<file path="config.mk">
export PLATFORM = sky130hd
export DESIGN_NAME = store_buffer
export DESIGN_NICKNAME = d
export VERILOG_FILES = /design/src/rtl/store_buffer.sv
export SDC_FILE = /design/constraint.sdc
export NUM_CORES = 1
export LEC_CHECK = 0
export ABC_AREA = 1
export BUFFER_PORTS_ARGS = -buffer_cell sky130_fd_sc_hd__buf_2
export CAP_MARGIN = 30
export CELL_PAD_IN_SITES_DETAIL_PLACEMENT = 0
export CELL_PAD_IN_SITES_GLOBAL_PLACEMENT = 1
export CORE_MARGIN = 8
export CORE_UTILIZATION = 27
export DETAILED_ROUTE_END_ITERATION = 8
export PLACE_DENSITY = 0.54
export SYNTH_ARGS = -nofsm -noshare
export SYNTH_HDL_FRONTEND = slang
export SYNTH_SLANG_ARGS = --single-unit
</file>
<file path="constraint.sdc">
create_clock -name clk -period 7.2 [get_ports clk]
set_input_delay 1.44 -clock clk [delete_from_list [all_inputs] [get_ports clk]]
set_output_delay 1.44 -clock clk [all_outputs]
set_load 0.05 [all_outputs]
</file>
<file path="src/rtl/store_buffer.sv">
// Store buffer: circular FIFO of CPU stores draining to data memory in program order.
// Optional store-to-load forwarding is compiled in when STORE_BUFFER_FWD_EN is defined.
module store_buffer #(
  parameter int DEPTH = 4,
  parameter int AW    = 32,
  parameter int DW    = 32
) (
  input  logic                     clk,
  input  logic                     reset,
  input  logic                     memwrite,
  input  logic [AW-1:0]            dataadr,
  input  logic [DW-1:0]            writedata,
  output logic                     stall,
  output logic                     mem_we,
  output logic [AW-1:0]            mem_addr,
  output logic [DW-1:0]            mem_wdata,
  input  logic                     mem_ready,
  input  logic [AW-1:0]            rd_addr,
  output logic                     fwd_hit,
  output logic [DW-1:0]            fwd_data,
  output logic [$clog2(DEPTH):0]   count
);

  localparam int PW = $clog2(DEPTH);
  localparam int CW = PW + 1;
  localparam logic [CW-1:0] FULL = CW'(DEPTH);
  localparam logic [PW-1:0] LAST = PW'(DEPTH - 1);

  logic [AW-1:0] adr_mem [DEPTH];
  logic [DW-1:0] dat_mem [DEPTH];

  logic [PW-1:0] wr_ptr_reg;
  logic [PW-1:0] rd_ptr_reg;
  logic [CW-1:0] count_reg;

  logic full;
  logic empty;
  logic push;
  logic pop;

  assign full  = (count_reg == FULL);
  assign empty = (count_reg == '0);
  // A pop in the same cycle never frees room for a push: full blocks the store outright.
  assign push  = memwrite & ~full;
  assign pop   = ~empty & mem_ready;

  assign stall     = memwrite & full;
  assign mem_we    = ~empty;
  assign mem_addr  = empty ? '0 : adr_mem[rd_ptr_reg];
  assign mem_wdata = empty ? '0 : dat_mem[rd_ptr_reg];
  assign count     = count_reg;

  always_ff @(posedge clk or negedge reset) begin
    if (!reset) begin
      wr_ptr_reg <= '0;
      rd_ptr_reg <= '0;
      count_reg  <= '0;
    end else begin
      if (push) wr_ptr_reg <= (wr_ptr_reg == LAST) ? '0 : wr_ptr_reg + 1'b1;
      if (pop)  rd_ptr_reg <= (rd_ptr_reg == LAST) ? '0 : rd_ptr_reg + 1'b1;
      case ({push, pop})
        2'b10:   count_reg <= count_reg + 1'b1;
        2'b01:   count_reg <= count_reg - 1'b1;
        default: count_reg <= count_reg;
      endcase
    end
  end

  // Payload storage is never reset; every consumer is masked by occupancy.
  always_ff @(posedge clk) begin
    if (push) begin
      adr_mem[wr_ptr_reg] <= dataadr;
      dat_mem[wr_ptr_reg] <= writedata;
    end
  end

`ifdef STORE_BUFFER_FWD_EN
  logic [PW-1:0]    age [DEPTH];
  logic [DEPTH-1:0] match;
  logic [PW-1:0]    best_age;
  logic             unused_rd_lo;

  assign unused_rd_lo = ^rd_addr[1:0];

  // age is the distance from the head; an entry is live when its age is below count.
  for (genvar gi = 0; gi < DEPTH; gi++) begin : g_cmp
    assign age[gi]   = PW'(gi) - rd_ptr_reg;
    assign match[gi] = ({1'b0, age[gi]} < count_reg) &&
                       (adr_mem[gi][AW-1:2] == rd_addr[AW-1:2]);
  end

  always_comb begin
    fwd_hit  = 1'b0;
    fwd_data = '0;
    best_age = '0;
    for (int k = 0; k < DEPTH; k++) begin
      if (match[k] && (!fwd_hit || age[k] > best_age)) begin
        fwd_hit  = 1'b1;
        best_age = age[k];
        fwd_data = dat_mem[k];
      end
    end
  end
`else
  logic unused_rd;

  assign unused_rd = ^rd_addr;
  assign fwd_hit   = 1'b0;
  assign fwd_data  = '0;
`endif

endmodule

</file>
Word level (Yosys, flattened, before mapping)
Memory sizes are Yosys's and may differ from the RTL's.
Index checks and enable logic that the tools add are counted.
{"block": "classes", "add_sub_neg": 4, "eq_ne": 5, "muxes": 7, "bitwise_logic": 5, "n_reduce_logical": 2}
{"op": "32-bit 2-to-1 mux", "count": 2}
{"op": "2-bit equality test (second input constant)", "count": 3}
{"op": "3-bit case mux with 2 select lines", "count": 1}
{"op": "2-bit by 1-bit adder with 2-bit output (second input constant)", "count": 2}
{"op": "2-bit 2-to-1 mux", "count": 2}
{"op": "3-bit by 1-bit adder with 3-bit output (second input constant)", "count": 1}
{"op": "1-bit bitwise AND", "count": 3}
{"op": "3-bit equality test (second input constant)", "count": 1}
{"op": "3-bit zero test", "count": 1}
{"op": "3-bit by 1-bit subtractor with 3-bit output (second input constant)", "count": 1}
{"op": "2-bit by 1-bit equality test with 1-bit output (second input constant)", "count": 1}
{"op": "1-bit 2-to-1 mux", "count": 2}
{"op": "1-bit NOT", "count": 2}
{"op": "2-bit nonzero test", "count": 1}
{"block": "totals", "reg_bits": 7, "ramBits": 256, "out_inout_bits": 102, "wordCells": 28, "mem_count": 2}
{"memory": "adr_mem", "words": 4, "word_bits": 32, "read_ports": 1, "rd_clocked_by_memory_dff": 0, "write_ports": 1, "line_no": "29", "text": "logic [AW-1:0] adr_mem [DEPTH];"}
{"memory": "dat_mem", "words": 4, "word_bits": 32, "read_ports": 1, "rd_clocked_by_memory_dff": 0, "write_ports": 1, "line_no": "30", "text": "logic [DW-1:0] dat_mem [DEPTH];"}

Longest topological paths before layout
Gate-level depths: netlist of run 1.
{"block": "depth", "ltp_word": 5, "mapped_depth": 12}

Worst setup path after synthesis of run 1
OpenSTA, ideal clock, no wires.
{"block": "synth_timing", "kind": "input port to flip-flop", "start": "in memwrite", "end": "mem adr_mem[0][0], enable pin", "setup_time_ns": 0.487, "arrival_time_ns": 4.279, "required_ns": 6.713, "path_slack_ns": 2.434, "path_stages": 2, "path_buffers": 0, "path_cell_list": "nand2_1 -> nor2_1"}
{"block": "synth_via", "elab_chain_cells": 3}
{"item": "from (decl)", "line_no": "10", "text": "input logic memwrite,"}
{"item": "1-bit bitwise AND", "line_no": "44", "text": "assign push = memwrite & ~full;"}
{"item": "1-bit 2-to-1 mux", "line_no": "71", "text": "if (push) begin"}
{"item": "1-bit 2-to-1 mux (not written as such)", "line_no": "72", "text": "adr_mem[wr_ptr_reg] <= dataadr;"}
{"item": "to (decl)", "line_no": "29"}
No other way between the ends.

Worst setup path in the final report of run 1
{"block": "layout_timing", "start": "reg rd_ptr_reg[1]", "end": "out mem_wdata[30]"}
{"block": "layout_via", "elab_chain_cells": 2}
{"item": "from (decl)", "line_no": "33", "text": "logic [PW-1:0] rd_ptr_reg;"}
{"item": "from (signal assigned)", "line_no": "60", "text": "if (pop) rd_ptr_reg <= (rd_ptr_reg == LAST) ? '0 : rd_ptr_reg + 1'b1;"}
{"item": "memory 4 x 32 bit"}
{"item": "32-bit 2-to-1 mux", "line_no": "50", "text": "assign mem_wdata = empty ? '0 : dat_mem[rd_ptr_reg];"}
{"item": "to (decl)", "line_no": "16", "text": "output logic [DW-1:0] mem_wdata,"}
No other way between the ends.

==> results of run 1 <==
## how the worst max path moves through the flow
stage                  startpoint             to  slack [ps]  cells past startpoint
floorplan                memwrite  adr_mem[0][0]        2430                      2
detailed placement  rd_ptr_reg[1]  mem_wdata[30]        3070                      5
global placement    rd_ptr_reg[1]  mem_wdata[30]        3050                      5
finish              rd_ptr_reg[1]  mem_wdata[30]        2590                      5
global route        rd_ptr_reg[1]  mem_wdata[30]        2350                      5
CTS                 rd_ptr_reg[1]  mem_wdata[21]        2460                      5
## power groups by stage
stage	Combinational [mW]	Clock [mW]	Sequential [mW]
floorplan	2.60	0	2.15
global placement	3.28	0	2.22
detailed placement	3.32	0	2.22
CTS	3.32	1.46	2.19
global route	3.50	1.53	2.22
finish	3.21	1.42	2.18
## through the flow
| stage | hold WS (ps) | utilization, % | total power [mW] | instance area (um2) |
|---|---|---|---|---|
| 2_1_floorplan | 492.3 | - | 4.758 | 12220 |
| 3_3_place_gp | 502.8 | 29.82 | 5.500 | 13190 |
| 3_5_place_dp | 494.2 | 29.92 | 5.534 | 13230 |
| 4_1_cts | 516.5 | 31.97 | 6.970 | 14140 |
| 5_1_grt | 538.8 | 31.97 | 7.244 | 14140 |
| 6_report | 513.5 | 31.98 | 6.817 | 14140 |
## routing by layer
metal	global-route usage, %	wire length [um]
met4	2.442	556
met5	0	54
met3	2.784	1674
met2	18.68	13520
met1	13.05	11990
## logic make-up after synthesis
family	count (synthesis)	synth area share, %
xor gates and xnor gates	1	0.07241
other	1	0.03100
and+or+nand+nor	410	16.61
adders and majority gates	7	0.7860
AOI/OAI and AO/OA	67	4.199
DFF	263	64.99
buffers and inverters	354	13.31
## area by class of cell
type	instances	area, um2	area share [%]
Tap cell	592	740.7	5.238
Sequential cell	263	7870	55.65
Clock buffer	35	790.8	5.592
Clock inverter	16	118.9	0.8406
Multi-Input combinational cell	518	2775	19.62
Antenna cell	1	2.502	0.01770
Inverter	273	1032	7.300
Timing Repair Buffer	150	810.8	5.733
## cell usage after synthesis, types with 3 or more instances
library cell,n
inv_2,3
nand3_1,92
a21oi_2,46
o21ai_0,3
buf_4,39
dfrtp_1,7
nand2_2,40
buf_6,14
nand3_2,40
inv_1,270
edfxtp_1,256
nand2_1,231
ha_1,6
clkbuf_1,4
buf_2,24
a21oi_1,18
nor2_1,5
==> run_results.csv, run 1 <==
group,metric,value,unit
timing,rsz0062_at_grt,"no",
critical_path,path_cells,"inv_4, buf_4, nand3_1, a21oi_1, buf_2",
clock_tree,h-tree-depth,1,
worst_hold_path,hold_depth,1,
timing,setup_viol,0,
floorplan,fp-row-count,77,
yosys,ys_ff_latch,263,
critical_path,startpoint_type,"register",
power,seqPwrFrac,32.0,%
critical_path,rr_startpoint,"count[1]",
power,leakage,6.236,nW
layout,nFillCells,4461,
power,peakVddDrop,348.1,uV
critical_path,path_buf_inv,3,
clock_tree,numClockSinks,263,
yosys,synth.top_cell.area_share,63.54,%
yosys,synth_area_leaders,"edfxtp_1 (64%), inv_1 (8.4%), nand2_1 (7.2%)",
floorplan,coreArea,0.04422,mm2
critical_path,arrival,3170,ps
power,pwr-share-clk,20.8,%
clock_tree,insertion_delay,550,ps
timing,fin_crit_sh,64.07,%
timing,tns,0,ps
floorplan,die_y,227.7,um
yosys,yosysUniqueCellTypes,22,
clock_tree,post_cts_resize_count,0,
drt,vias_per_cell,3.900,
place,dpl.cell_count,1796,
layout,mostFrequentLayoutCell,"inv_1",
yosys,synthCells,1103,
yosys,ys_seq_area_share,64.99,%
timing,worst_slew_pin_slew,861.0,ps
power,switching_share,47.29,%
layout,layout_common_cells,"inv_1 (270), edfxtp_1 (256), nand2_1 (231), buf_2 (136), nand3_1 (92)",
clock_tree,clkSlewWorstSetupHoldPaths,60,ps
floorplan,pin_count,202,
floorplan,start_util,27.36,%
global_routing,grt_pass1_wl,42.31,mm
clock_tree,cts_root_buf,"clkbuf_16",
global_routing,gr-total-overflow,0,
timing,finalClockSkew,9.757,ps
worst_hold_path,hp-start,"count[0]",
yosys,synth_ff_type,"edfxtp_1",
timing,period_minus_slack,4613,ps
timing,slew_violations,0,
global_routing,grt_use_total,10.67,%
drt,avgRoutedWirePerCell,15.04,um
yosys,synthArstFlopShare,2.662,%
critical_path,required,5760,ps
global_routing,grt_pass1_vias,7133,
drt,postRouteAntennaNets,0,
yosys,synthesis.area,0.01210,mm2
yosys,ys.warnings.count,0,
place,io_buffers,136,
place,place_ws,3069,ps
critical_path,critical_path.max_fanout,44,
yosys,avgSynthCellArea,10.97,um2
global_routing,grt_max_degree,69,
critical_path,crit_path_end_kind,"output port",
worst_hold_path,hold_path_end,"count[0]",
critical_path,reg2reg_to,"dat_mem[3][14]",
drt,totalWireLength,27.80,mm
timing,slew_headroom,42.60,%
critical_path,critical_path.top_delay_family,"buffers and inverters",
global_routing,antenna_found_initial,5,
timing,max_freq,216.8,MHz
clock_tree,clock_path_buffers,3,
floorplan,die_area,0.05184,mm2
clock_tree,cts_tree,"done",
clock_tree,cts_setup_buffers,0,
timing,setup_ws,2587,ps
power,p_int,3.593,mW
clock_tree,cts_hold_buffers,0,
timing,hold_viol,0,
power,powerDensity,482.1,mW/mm2
drt,drc,0,
clock_tree,cts_buffers,31,
critical_path,rrSetupSlack,4710,ps
critical_path,critPathKind,"register to output port",
critical_path,reg2regPathDepth,5,
yosys,synth-edff-count,256,
drt,drt-initial-drc-count,324,
place,dp_hpwl,15.96,mm
layout,drive_gt1_share,25.74,%
drt,via_count,7207,
critical_path,critPathSlowestCell,"inv_4",
power,combPwrFrac,47.1,%
status,run_status,"completed",
place,gp_congestion,0.6685,
flow_run,drv_cap,0,
floorplan,die_w,227.7,um
layout,instances_no_fill,1848,
layout,area_delta_synth_final,16.89,%
layout,layout.nets,1344,
power,power_switching,3.224,mW
drt,dr.pass1.iters,4,
worst_hold_path,hold_class,"register to register",
yosys,yosysTopAreaCell,"edfxtp_1",
critical_path,slowest_delay,730,ps
No activity file was read; power rests on OpenSTA's default activity.
==> run 2, diff against run 1 <==
==> constraint.sdc (replaced) <==
create_clock -name clk -period 4.5 [get_ports clk]
set_input_delay 0.9 -clock clk [delete_from_list [all_inputs] [get_ports clk]]
set_output_delay 0.9 -clock clk [all_outputs]
set_load 0.05 [all_outputs]
==> run_results.csv, run 2 (synthesized netlist as in run 1, its figures left out) <==
group,metric,value,unit
global_routing,grt_use_total,10.66,%
floorplan,die_w,227.7,um
global_routing,grt_max_degree,69,
critical_path,startpoint_type,"register",
timing,period_minus_slack,3649,ps
worst_hold_path,hold_class,"input pin to asynchronous set/reset pin",
clock_tree,insertion_delay,550,ps
place,dp_hpwl,16.09,mm
drt,avgRoutedWirePerCell,15.19,um
critical_path,critical_path.max_fanout,36,
drt,wl_met2,13.82,mm
layout,layout_common_cells,"inv_1 (270), edfxtp_1 (256), nand2_1 (231), buf_2 (136), nand3_1 (92)",
place,gp_congestion,0.6757,
critical_path,arrival,2750,ps
floorplan,start_util,27.36,%
drt,wl_met3,1.799,mm
layout,layout.nets,1346,
timing,max_freq,274.1,MHz
drt,drt-initial-drc-count,272,
clock_tree,cts_tree,"done",
flow_run,drv_cap,0,
layout,area_delta_synth_final,17.84,%
clock_tree,cts_root_buf,"clkbuf_16",
clock_tree,h-tree-depth,1,
timing,worst_slew_pin_slew,830.4,ps
clock_tree,clkSlewWorstSetupHoldPaths,60,ps
critical_path,critPathKind,"register to output port",
drt,totalWireLength,28.19,mm
layout,drive_gt1_share,26.21,%
drt,dr.pass1.iters,4,
drt,top_layer,"met5",
drt,drc,0,
clock_tree,clock_path_buffers,3,
clock_tree,post_cts_resize_count,0,
drt,via_count,7283,
power,leakage,6.283,nW
critical_path,required,3600,ps
place,dpl.cell_count,1799,
clock_tree,cts_hold_buffers,0,
global_routing,antenna_found_initial,4,
status,run_status,"completed",
drt,wl_met1,12.11,mm
floorplan,coreArea,0.04422,mm2
drt,vias_per_cell,3.924,
clock_tree,cts_setup_buffers,0,
global_routing,grt_pass1_wl,42.04,mm
clock_tree,numClockSinks,263,
timing,slew_headroom,44.51,%
timing,rsz0062_at_grt,"no",
power,powerDensity,776.4,mW/mm2
timing,hold_viol,0,
floorplan,die_area,0.05184,mm2
floorplan,fp-row-count,77,
timing,setup_viol,0,
timing,slew_violations,0,
global_routing,grt_pass1_vias,7163,
critical_path,crit_path_end_kind,"output port",
place,io_buffers,136,
layout,instances_no_fill,1856,
clock_tree,cts_buffers,30,
layout,mostFrequentLayoutCell,"inv_1",
global_routing,gr-total-overflow,0,
floorplan,pin_count,202,
power,peakVddDrop,525.9,uV
timing,finalClockSkew,8.668,ps
drt,postRouteAntennaNets,0,
floorplan,die_y,227.7,um
timing,fin_crit_sh,81.08,%
layout,fin_util,32.24,%
timing,tns,0,ps
run 2: critical path, cell delays in order, from the launching register on:
cell and delay [ps]:
dfrtp_4 710, inv_4 390, buf_4 480, nand3_2 120, a21oi_2 180, buf_2 290
run 2: path summary, 6_finish.rpt:
path,from,end,slack (ps),cells after the start
setup / recovery,rd_ptr_reg[1],mem_addr[25],850,5
hold / removal,reset,wr_ptr_reg[0],190,1
setup reg to reg,count[0],adr_mem[0][24],2110,5
hold reg to reg,count[0],count[0],510,1
max in group asynchronous,reset,rd_ptr_reg[0],4120,1
min in group clk,count[0],count[0],510,1
run 2: routing by layer:
metal	GRT usage [%]	vias up
met5	0	-
met4	2.566	6
met3	2.553	33
met2	18.71	151
met1	13.09	3401
li1	-	3692
run 2: cell type report:
class | instances | area (um2)
inverters | 273 | 1032
repair buffers | 153 | 870.8
clock buffers | 39 | 805.8
well taps | 592 | 740.7
diodes | 1 | 2.502
multi-input cells | 518 | 2775
clock inverters | 17 | 158.9
flip-flops and latches | 263 | 7870
fillers | 4516 | 29970
run 2: through the flow:
stage          total power, mW  worst slack, ps  hold WS (ps)  area (um2)
2_1_floorplan            7.613            212.2         492.3       12220
3_3_place_gp             8.892             1285         498.8       13290
3_5_place_dp             8.919             1304         505.3       13290
4_1_cts                  11.33            699.6         154.5       14250
5_1_grt                  11.75            638.4         167.6       14250
6_report                 11.07            851.2         185.5       14260
run 2: report_power, final:
part	switching (mW)	internal, mW	total (mW)
combinational	4.10	1.23	5.32
clock	0.928	1.42	2.35
sequential	0.175	3.22	3.39
